[config.mk]
export PLATFORM = sky130hd
export DESIGN_NAME = slicel_cfg_loader_flat
export DESIGN_NICKNAME = d
export VERILOG_FILES = /design/src/rtl/slicel_cfg_loader_if.sv /design/src/rtl/slicel_cfg_loader.sv /design/src/flat_wrapper.sv
export SDC_FILE = /design/constraint.sdc
export NUM_CORES = 1
export LEC_CHECK = 0
export CORE_MARGIN = 1.5
export CORE_UTILIZATION = 35
export CTS_BUF_LIST = sky130_fd_sc_hd__clkbuf_16
export DETAILED_ROUTE_END_ITERATION = 10
export GPL_TIMING_DRIVEN = 0
export PLACE_DENSITY = 0.66
export SLEW_MARGIN = 10
export SYNTH_ARGS = -nofsm -noshare
export SYNTH_HDL_FRONTEND = slang
export SYNTH_SLANG_ARGS = --single-unit
[constraint.sdc]
create_clock -name cclk -period 23 [get_ports cclk]
set_clock_uncertainty 0.2 [all_clocks]
set_input_delay 3.45 -clock cclk [delete_from_list [all_inputs] [get_ports cclk]]
set_output_delay 3.45 -clock cclk [all_outputs]
set_load 0.05 [all_outputs]
[src/rtl/slicel_cfg_loader_if.sv]
// ---------------------------------------------------------------------------
// slicel_cfg_loader_if
// Word-serial configuration stream carried on a valid/ready handshake.
//   cfg_valid : source has a word on cfg_data
//   cfg_data  : bitstream word, WORD_W bits
//   cfg_ready : sink takes the word on this clock edge
// A word moves on every rising edge where cfg_valid && cfg_ready.
// ---------------------------------------------------------------------------
interface slicel_cfg_loader_if #(
    parameter int WORD_W = 8
);
    logic              cfg_valid;
    logic [WORD_W-1:0] cfg_data;
    logic              cfg_ready;

    modport master (
        output cfg_valid,
        output cfg_data,
        input  cfg_ready
    );

    modport slave (
        input  cfg_valid,
        input  cfg_data,
        output cfg_ready
    );
endinterface

[src/rtl/slicel_cfg_loader.sv]
// ---------------------------------------------------------------------------
// slicel_cfg_loader
// Assembles a word-serial bitstream into a shadow frame buffer for a column
// of slicel instances, checks a trailing XOR checksum and then commits the
// whole buffer to the live configuration bus in a single edge.
//
// Ports
//   cclk       : config clock, all state moves on its rising edge
//   rst        : asynchronous, active-high reset
//   i_start    : one-cycle request to begin or restart a load
//   cfg        : stream slave (cfg_valid / cfg_data in, cfg_ready out)
//   o_cfg_out  : committed configuration, slice i at [i*FRAME_BITS +: FRAME_BITS]
//   o_cen      : high while slices are in config mode
//   o_done     : high while a verified configuration is live
//   o_err      : high after a checksum failure until the next start
//
// state  | meaning
// -------+-------------------------------------------------------------
// IDLE   | no load in progress, waiting for start
// LOAD   | accepting data words into the shadow buffer
// CHECK  | next accepted word is the checksum
// ACTIVE | verified configuration committed, slices released
// ---------------------------------------------------------------------------
module slicel_cfg_loader #(
    parameter  int NUM_SLICES = 2,
    parameter  int FRAME_BITS = 143,
    parameter  int WORD_W     = 8,
    localparam int TOTAL_BITS = NUM_SLICES * FRAME_BITS
) (
    input  logic                  cclk,
    input  logic                  rst,
    input  logic                  i_start,
    slicel_cfg_loader_if.slave    cfg,
    output logic [TOTAL_BITS-1:0] o_cfg_out,
    output logic                  o_cen,
    output logic                  o_done,
    output logic                  o_err
);

    localparam int NUM_WORDS = (TOTAL_BITS + WORD_W - 1) / WORD_W;
    localparam int CNT_W     = $clog2(NUM_WORDS + 1);
    localparam int IDX_W     = $clog2(TOTAL_BITS);

    typedef enum logic [1:0] {
        S_IDLE,
        S_LOAD,
        S_CHECK,
        S_ACTIVE
    } state_t;

    state_t                r_state;
    state_t                w_state_nxt;
    logic [CNT_W-1:0]      r_wcnt;
    logic [WORD_W-1:0]     r_xsum;
    logic [TOTAL_BITS-1:0] r_shadow;
    logic [TOTAL_BITS-1:0] w_shadow_nxt;
    logic [TOTAL_BITS-1:0] r_cfg_out;
    logic                  r_cen;
    logic                  r_done;
    logic                  r_err;

    logic                  w_ready;
    logic                  w_accept;
    logic                  w_clear;
    logic                  w_load_word;
    logic                  w_commit;
    logic                  w_fail;

    // start has priority over the stream: a cycle that restarts never consumes.
    assign w_ready  = ((r_state == S_LOAD) || (r_state == S_CHECK)) && !i_start;
    assign w_accept = cfg.cfg_valid && w_ready;

    assign cfg.cfg_ready = w_ready;
    assign o_cfg_out     = r_cfg_out;
    assign o_cen         = r_cen;
    assign o_done        = r_done;
    assign o_err         = r_err;

    always_ff @(posedge cclk or posedge rst) begin
        if (rst) begin
            r_state <= S_IDLE;
        end else begin
            r_state <= w_state_nxt;
        end
    end

    always_comb begin
        w_state_nxt = r_state;
        w_clear     = 1'b0;
        w_load_word = 1'b0;
        w_commit    = 1'b0;
        w_fail      = 1'b0;
        case (r_state)
            S_IDLE, S_ACTIVE: begin
                if (i_start) begin
                    w_state_nxt = S_LOAD;
                    w_clear     = 1'b1;
                end
            end
            S_LOAD: begin
                if (i_start) begin
                    w_state_nxt = S_LOAD;
                    w_clear     = 1'b1;
                end else if (w_accept) begin
                    w_load_word = 1'b1;
                    if (r_wcnt == CNT_W'(NUM_WORDS - 1)) begin
                        w_state_nxt = S_CHECK;
                    end
                end
            end
            S_CHECK: begin
                if (i_start) begin
                    w_state_nxt = S_LOAD;
                    w_clear     = 1'b1;
                end else if (w_accept) begin
                    if (cfg.cfg_data == r_xsum) begin
                        w_commit    = 1'b1;
                        w_state_nxt = S_ACTIVE;
                    end else begin
                        w_fail      = 1'b1;
                        w_state_nxt = S_IDLE;
                    end
                end
            end
            default: begin
                w_state_nxt = S_IDLE;
            end
        endcase
    end

    // Drop the incoming word into its slot; bits of the final word that land
    // beyond TOTAL_BITS are padding and are simply not stored.
    always_comb begin
        int base;
        base         = int'(r_wcnt) * WORD_W;
        w_shadow_nxt = r_shadow;
        for (int b = 0; b < WORD_W; b++) begin
            if (base + b < TOTAL_BITS) begin
                w_shadow_nxt[IDX_W'(base + b)] = cfg.cfg_data[b];
            end
        end
    end

    always_ff @(posedge cclk or posedge rst) begin
        if (rst) begin
            r_wcnt    <= '0;
            r_xsum    <= '0;
            r_shadow  <= '0;
            r_cfg_out <= '0;
            r_cen     <= 1'b1;
            r_done    <= 1'b0;
            r_err     <= 1'b0;
        end else begin
            if (w_clear) begin
                r_wcnt <= '0;
                r_xsum <= '0;
                r_cen  <= 1'b1;
                r_done <= 1'b0;
                r_err  <= 1'b0;
            end
            if (w_load_word) begin
                r_shadow <= w_shadow_nxt;
                r_wcnt   <= r_wcnt + CNT_W'(1);
                r_xsum   <= r_xsum ^ cfg.cfg_data;
            end
            if (w_commit) begin
                r_cfg_out <= r_shadow;
                r_cen     <= 1'b0;
                r_done    <= 1'b1;
            end
            if (w_fail) begin
                r_err <= 1'b1;
            end
        end
    end

endmodule

[src/flat_wrapper.sv]
// flat-port wrapper written by rule: the top's interface ports become plain ports
module slicel_cfg_loader_flat 
#(
    parameter  int NUM_SLICES = 2,
    parameter  int FRAME_BITS = 143,
    parameter  int WORD_W     = 8,
    localparam int TOTAL_BITS = NUM_SLICES * FRAME_BITS
)
  (cclk, rst, i_start, o_cfg_out, o_cen, o_done, o_err, cfg_cfg_valid, cfg_cfg_data, cfg_cfg_ready);
  slicel_cfg_loader_if #(.WORD_W(WORD_W)) cfg_i ();
  input  logic cclk;
  input  logic rst;
  input  logic i_start;
  output logic [TOTAL_BITS-1:0] o_cfg_out;
  output logic o_cen;
  output logic o_done;
  output logic o_err;
  input wire logic [$bits(cfg_i.cfg_valid)-1:0] cfg_cfg_valid;
  input wire logic [$bits(cfg_i.cfg_data)-1:0] cfg_cfg_data;
  output wire logic [$bits(cfg_i.cfg_ready)-1:0] cfg_cfg_ready;
  assign cfg_i.cfg_valid = cfg_cfg_valid;
  assign cfg_i.cfg_data = cfg_cfg_data;
  assign cfg_cfg_ready = cfg_i.cfg_ready;
  slicel_cfg_loader #(.NUM_SLICES(NUM_SLICES), .FRAME_BITS(FRAME_BITS), .WORD_W(WORD_W)) u_core (.cclk(cclk), .rst(rst), .i_start(i_start), .cfg(cfg_i), .o_cfg_out(o_cfg_out), .o_cen(o_cen), .o_done(o_done), .o_err(o_err));
endmodule
### Yosys cells after proc, flatten, opt, wreduce, memory -nomap -nowiden

Cells that the tools add are included.

| operators by class | value |
|---|---|
| add/subtract/negate cells | 8 |
| multipliers | 0 |
| divide/modulo/power cells | 0 |
| $lt $le $gt $ge | 24 |
| equality and inequality tests | 9 |
| shift-type cells | 0 |
| muxes and demuxes | 62 |
| bitwise logic cells | 1 |
| reduce and logical (&&, ||, !) cells | 19 |

Operators by type and width:

| kind | count |
|---|---|
| $bwmux W286 | 8 |
| $mux W286 | 8 |
| $lt A32 B10 Y1 const B | 7 |
| $lt A9 B11 Y1 const B | 8 |
| $ge A9 B1 Y1 const B | 8 |
| $demux W1 S9 | 7 |
| $add A9 B3 Y10 const B | 4 |
| $mux W1 | 26 |
| $add A9 B2 Y10 const B | 2 |
| $mux W8 | 2 |
| $mux W2 | 7 |
| $mux W6 | 2 |
| $add A9 B1 Y10 const B | 1 |
| $logic_and A1 B1 Y1 | 10 |
| $lt A9 B9 Y1 const B | 1 |
| $eq A8 B8 Y1 | 1 |
| $xor A8 B8 Y8 | 1 |
| $add A6 B1 Y6 const B | 1 |
| $demux W1 S6 | 1 |
| $eq A6 B6 Y1 const B | 1 |
| $ne A3 B2 Y1 const B | 2 |
| $pmux W2 S3 | 1 |
| $reduce_bool A2 Y1 | 3 |
| $eq A2 B2 Y1 const B | 2 |
| 9 further kinds | 9 |

| word-level totals | value |
|---|---|
| register bits | 591 |
| bits in latches | 0 |
| bits in writable memories | 0 |
| bits in read-only memories | 0 |
| logic and storage cells | 131 |
| memories | 0 |

### Longest topological paths before layout

| depth | value |
|---|---|
| word-level depth | 20 |
| depth in mapped cells | 8 |
| mapped depth without buffers | 6 |

### Worst setup path before layout

Ideal clock, no wire load.

| path | value |
|---|---|
| path kind | input port to output port |
| start | in i_start |
| end | out cfg_cfg_ready |
| arrival | 4.115 ns |
| data required time | 19.350 ns |
| setup slack | 15.235 ns |
| cell stages on the path | 1 |
| buffers on the path | 0 |
| cell sequence | nor2_1 |

| between the ends | value |
|---|---|
| cells in the longest elaborated chain, start to end | 2 |

RTL lines:

| item | RTL line | RTL |
|---|---|---|
| start, declared | flat_wrapper.sv:13 | `input logic i_start;` |
| $logic_not A1 Y1 | slicel_cfg_loader.sv:70 | `assign w_ready = ((r_state == S_LOAD) \|\| (r_state == S_CHECK)) && !i_start;` |
| $logic_and A1 B1 Y1 | slicel_cfg_loader.sv:70 |  |
| end, declared | flat_wrapper.sv:20 | `output wire logic [$bits(cfg_i.cfg_ready)-1:0] cfg_cfg_ready;` |

Every way passes these cells.

### Final worst setup path

Same ends and word-level chain as after synthesis.

==> impl_metrics.prom <==
# TYPE chip_impl_metric gauge
chip_impl_info{name="status",value="finished, final reports clean"} 1
chip_impl_metric{name="timing_hold_violations_final",unit=""} 0
chip_impl_metric{name="clk_transition_reported_paths",unit="ns"} 0.05
chip_impl_metric{name="core_area",unit="mm^2"} 0.0630
chip_impl_metric{name="synthesis.instances",unit=""} 1364
chip_impl_metric{name="antenna_found_initial",unit=""} 2
chip_impl_metric{name="die_w",unit="um"} 255
chip_impl_metric{name="wire_length_of_the_first_global_routing_pass",unit="um"} 84100
chip_impl_metric{name="postRouteAntennaNets",unit=""} 0
chip_impl_info{name="final_cell_mix",value="590 x dfrtp_1, 319 x mux2_2, 300 x clkdlybuf4s50_1, 223 x mux2_1, 68 x clkbuf_16"} 1
chip_impl_metric{name="clock_latency_reported_for_the_late_side_of_the_worst_skew_pair",unit="ns"} 0.60
chip_impl_metric{name="peakVddDrop",unit="uV"} 57.1
chip_impl_metric{name="route.detailed.drc",unit=""} 0
chip_impl_metric{name="critical_path_peak_fanout",unit=""} 5
chip_impl_info{name="crit_type",value="primary input to primary output"} 1
chip_impl_metric{name="avgViaCountPerCell",unit=""} 4.67
chip_impl_info{name="type_of_origin_of_the_critical_path",value="primary input"} 1
chip_impl_info{name="timing.hold.worst.class",value="register to register"} 1
chip_impl_metric{name="timing.critical_path.required",unit="ns"} 19.35
chip_impl_metric{name="synthesis.nets",unit=""} 1380
chip_impl_metric{name="cts_resized",unit=""} 0
chip_impl_metric{name="power.share.sequential",unit=""} 0.479
chip_impl_metric{name="overflow",unit=""} 0
chip_impl_info{name="mostFrequentLayoutCell",value="dfrtp_1"} 1
chip_impl_metric{name="final.hold.worst_slack",unit="ns"} 0.250
chip_impl_metric{name="timing.final.setup_violations",unit=""} 0
chip_impl_metric{name="worst_path_largest_cell_delay",unit="ns"} 0.88
chip_impl_metric{name="final_worst_path_cycle_share",unit=""} 0.376
chip_impl_metric{name="starting_density_of_the_core",unit=""} 0.354
chip_impl_info{name="critPathSlowestCell",value="clkdlybuf4s50_1"} 1
chip_impl_metric{name="drt_first_iter_violations",unit=""} 489
chip_impl_metric{name="internal-power",unit="W"} 0.00171
chip_impl_metric{name="vias",unit=""} 12300
chip_impl_metric{name="ys.warnings.count",unit=""} 0
chip_impl_metric{name="place.detailed.instances",unit=""} 2515
chip_impl_metric{name="fin_tns_setup",unit="ns"} 0
chip_impl_metric{name="synth_area",unit="mm^2"} 0.0223
chip_impl_metric{name="synth-seq-cells",unit=""} 591
chip_impl_info{name="cts_tree",value="yes"} 1
chip_impl_metric{name="syn_area_per_cell",unit="um^2"} 16.3
chip_impl_metric{name="vert_die_dim",unit="um"} 255
chip_impl_metric{name="power_density",unit="mW/mm^2"} 77.6
chip_impl_metric{name="combPwrFrac",unit=""} 0.051
chip_impl_metric{name="slew_at_the_pin_with_the_worst_max_slew_slack",unit="ns"} 0.965
chip_impl_metric{name="netsw",unit="W"} 0.000514
chip_impl_metric{name="clock_tree_buf_depth",unit=""} 3
chip_impl_metric{name="drt_wl_total",unit="um"} 54100
chip_impl_metric{name="finalMaxSlewViolations",unit=""} 0
chip_impl_info{name="cpMostUsedCell",value="clkdlybuf4s50_1"} 1
chip_impl_info{name="crit_chain",value="clkdlybuf4s50_1 > nor2_1 > clkdlybuf4s50_1"} 1
chip_impl_metric{name="multi_input_comb_area",unit="mm^2"} 0.00703
chip_impl_metric{name="power.share.switching",unit=""} 0.231
chip_impl_info{name="clk_tree_root_cell",value="clkbuf_16"} 1
chip_impl_metric{name="syn_to_final_growth",unit="%"} 28.6
chip_impl_metric{name="clock-sinks",unit=""} 591
chip_impl_metric{name="hpwlAfterDp",unit="um"} 36400
chip_impl_metric{name="cellLeakagePower",unit="nW"} 14.3
chip_impl_metric{name="cts_buffers",unit=""} 66
chip_impl_metric{name="yosysSeqAreaShare",unit=""} 0.663
chip_impl_metric{name="cts-hold-fix-buffers",unit=""} 0
chip_impl_metric{name="placement_rows",unit=""} 92
chip_impl_metric{name="cap_viol_max_count",unit=""} 0
chip_impl_metric{name="power.share.clock",unit=""} 0.470
chip_impl_metric{name="drive_gt1_frac",unit=""} 0.275
chip_impl_metric{name="finalCriticalPeriod",unit="ns"} 8.65
chip_impl_metric{name="post_cts_buffers",unit=""} 0
chip_impl_metric{name="seq_area",unit="mm^2"} 0.0148
chip_impl_metric{name="instances_no_fill",unit=""} 2636
chip_impl_metric{name="first_global_vias",unit=""} 13700
chip_impl_metric{name="max_freq",unit="MHz"} 116
chip_impl_metric{name="yosys.cell_types.count",unit=""} 45
chip_impl_metric{name="grt_max_degree",unit=""} 128
chip_impl_metric{name="preCtsSetupSlack",unit="ns"} 14.36
chip_impl_metric{name="floorplan.die_area",unit="mm^2"} 0.0652
chip_impl_info{name="grt_setup_unrepaired",value="false"} 1
chip_impl_metric{name="number_of_fill_cells_in_the_layout",unit=""} 5518
chip_impl_metric{name="boundaryPins",unit=""} 302
chip_impl_metric{name="finalNetCount",unit=""} 1753
chip_impl_metric{name="ctsHtreeMaxLevel",unit=""} 3
chip_impl_metric{name="fin_util",unit=""} 0.456
chip_impl_metric{name="globalplace.congestion",unit=""} 0.731
chip_impl_metric{name="worst_slack",unit="ns"} 14.36
chip_impl_metric{name="globalRouteTotalUtil",unit=""} 0.169
chip_impl_metric{name="place.port_buffers",unit=""} 300
chip_impl_info{name="worst_setup_path_end_kind",value="primary output"} 1
chip_impl_metric{name="drt_pre_antenna_iters",unit=""} 4
chip_impl_metric{name="avgRoutedWirePerCell",unit="um"} 20.5
chip_impl_metric{name="maxSlewHeadroom",unit=""} 0.357
chip_impl_metric{name="cp_arrival",unit="ns"} 4.99
## routing by layer
layer	GRT usage	vias to the layer above	wire, um
met5	0	-	17
met4	0.0521	2	1100
met3	0.0542	75	3720
met2	0.284	261	26700
met1	0.207	6485	22600
li1	-	5482	-
## layout make-up
class / instances / share of cell area
Sequential cell: 591 / 0.516
Multi-Input combinational cell: 663 / 0.245
Timing Repair Buffer: 305 / 0.109
Clock buffer: 68 / 0.0593
Tap cell: 846 / 0.0369
Clock inverter: 51 / 0.0164
Buffer: 99 / 0.0154
Inverter: 11 / 0.00170
Antenna cell: 2 / 0.000174
## kinds of logic after synthesis
logic type	count (synthesis)	share of synthesized area
DFF	591	0.663
muxes	543	0.274
buffers and inverters	110	0.0217
and+or+nand+nor	82	0.0264
xor gates and xnor gates	19	0.00746
AOI/OAI and AO/OA	15	0.00477
adders and majority gates	4	0.00224
## metrics by stage
step	area, um^2	total power, W
floorplan	22300	0.00116
global placement	26400	0.00120
detailed placement	26500	0.00120
CTS	28700	0.00227
global route	28700	0.00232
finish	28700	0.00223
## sequential cells by signal, summed over array words and instances (netlist names)
name,flops
u_core.r_state,2
u_core.o_cen,1
u_core.o_done,1
u_core.o_cfg_out,286
u_core.r_shadow,286
u_core.r_xsum,8
u_core.o_err,1
u_core.r_wcnt,6
## worst paths after layout
kind,startpoint,to,slack [ns],cells past startpoint
max,i_start,cfg_cfg_ready,14.36,3
min,u_core.r_shadow[275],u_core.r_shadow[275],0.25,1
max reg2reg,u_core.r_state[0],u_core.r_shadow[215],19.96,8
min reg2reg,u_core.r_shadow[275],u_core.r_shadow[275],0.25,1
max in group asynchronous,rst,u_core.r_shadow[84],17.76,5
min in group asynchronous,rst,u_core.o_cfg_out[253],3.06,2
## worst max-delay path: cells and delay by family
family / cells / cell delay, ns
buffers and inverters: 2 / 1.35
and+or+nand+nor: 1 / 0.19
## power groups by stage
stage,Sequential (W),Clock [W],Combinational [W]
6_report,0.00107,0.00105,0.000113
5_1_grt,0.00107,0.00112,0.000126
4_1_cts,0.00107,0.00108,0.000116
3_5_place_dp,0.00109,0,0.000115
3_3_place_gp,0.00109,0,0.000108
2_1_floorplan,0.00109,0,0.0000761
## Yosys cell counts, drive strengths merged
cell type    n  share of area
xor2        17         0.0067
nor4bb       1        0.00045
nand2       13         0.0022
a31o         1        0.00039
mux2       542           0.27
buf         35         0.0091
dfstp        1         0.0012
inv         11         0.0019
a21boi       1        0.00034
a31oi        1        0.00028
dfrtp      590           0.66
mux2i        1        0.00045
a21oi        2        0.00045
xnor2        2        0.00079
o21bai       1        0.00034
o31ai        1        0.00034
nand4bb      2         0.0010
nand4        2        0.00056
or3          3        0.00084
nor4         2         0.0011
nand3        7         0.0018
nor3         1        0.00022
ha           4         0.0022
and3b        1        0.00039
nand3b       1        0.00034
nor2b        1        0.00028
o21ai        3        0.00067
or4b         1        0.00045
clkbuf      64          0.011
nand4b       1        0.00039
a22o         1        0.00039
a311o        1        0.00045
o21a         1        0.00034
o311ai       1        0.00039
a221oi       1        0.00039
nor2        45          0.016
and3         1        0.00028
No activity file was read; power rests on OpenSTA's default activity.
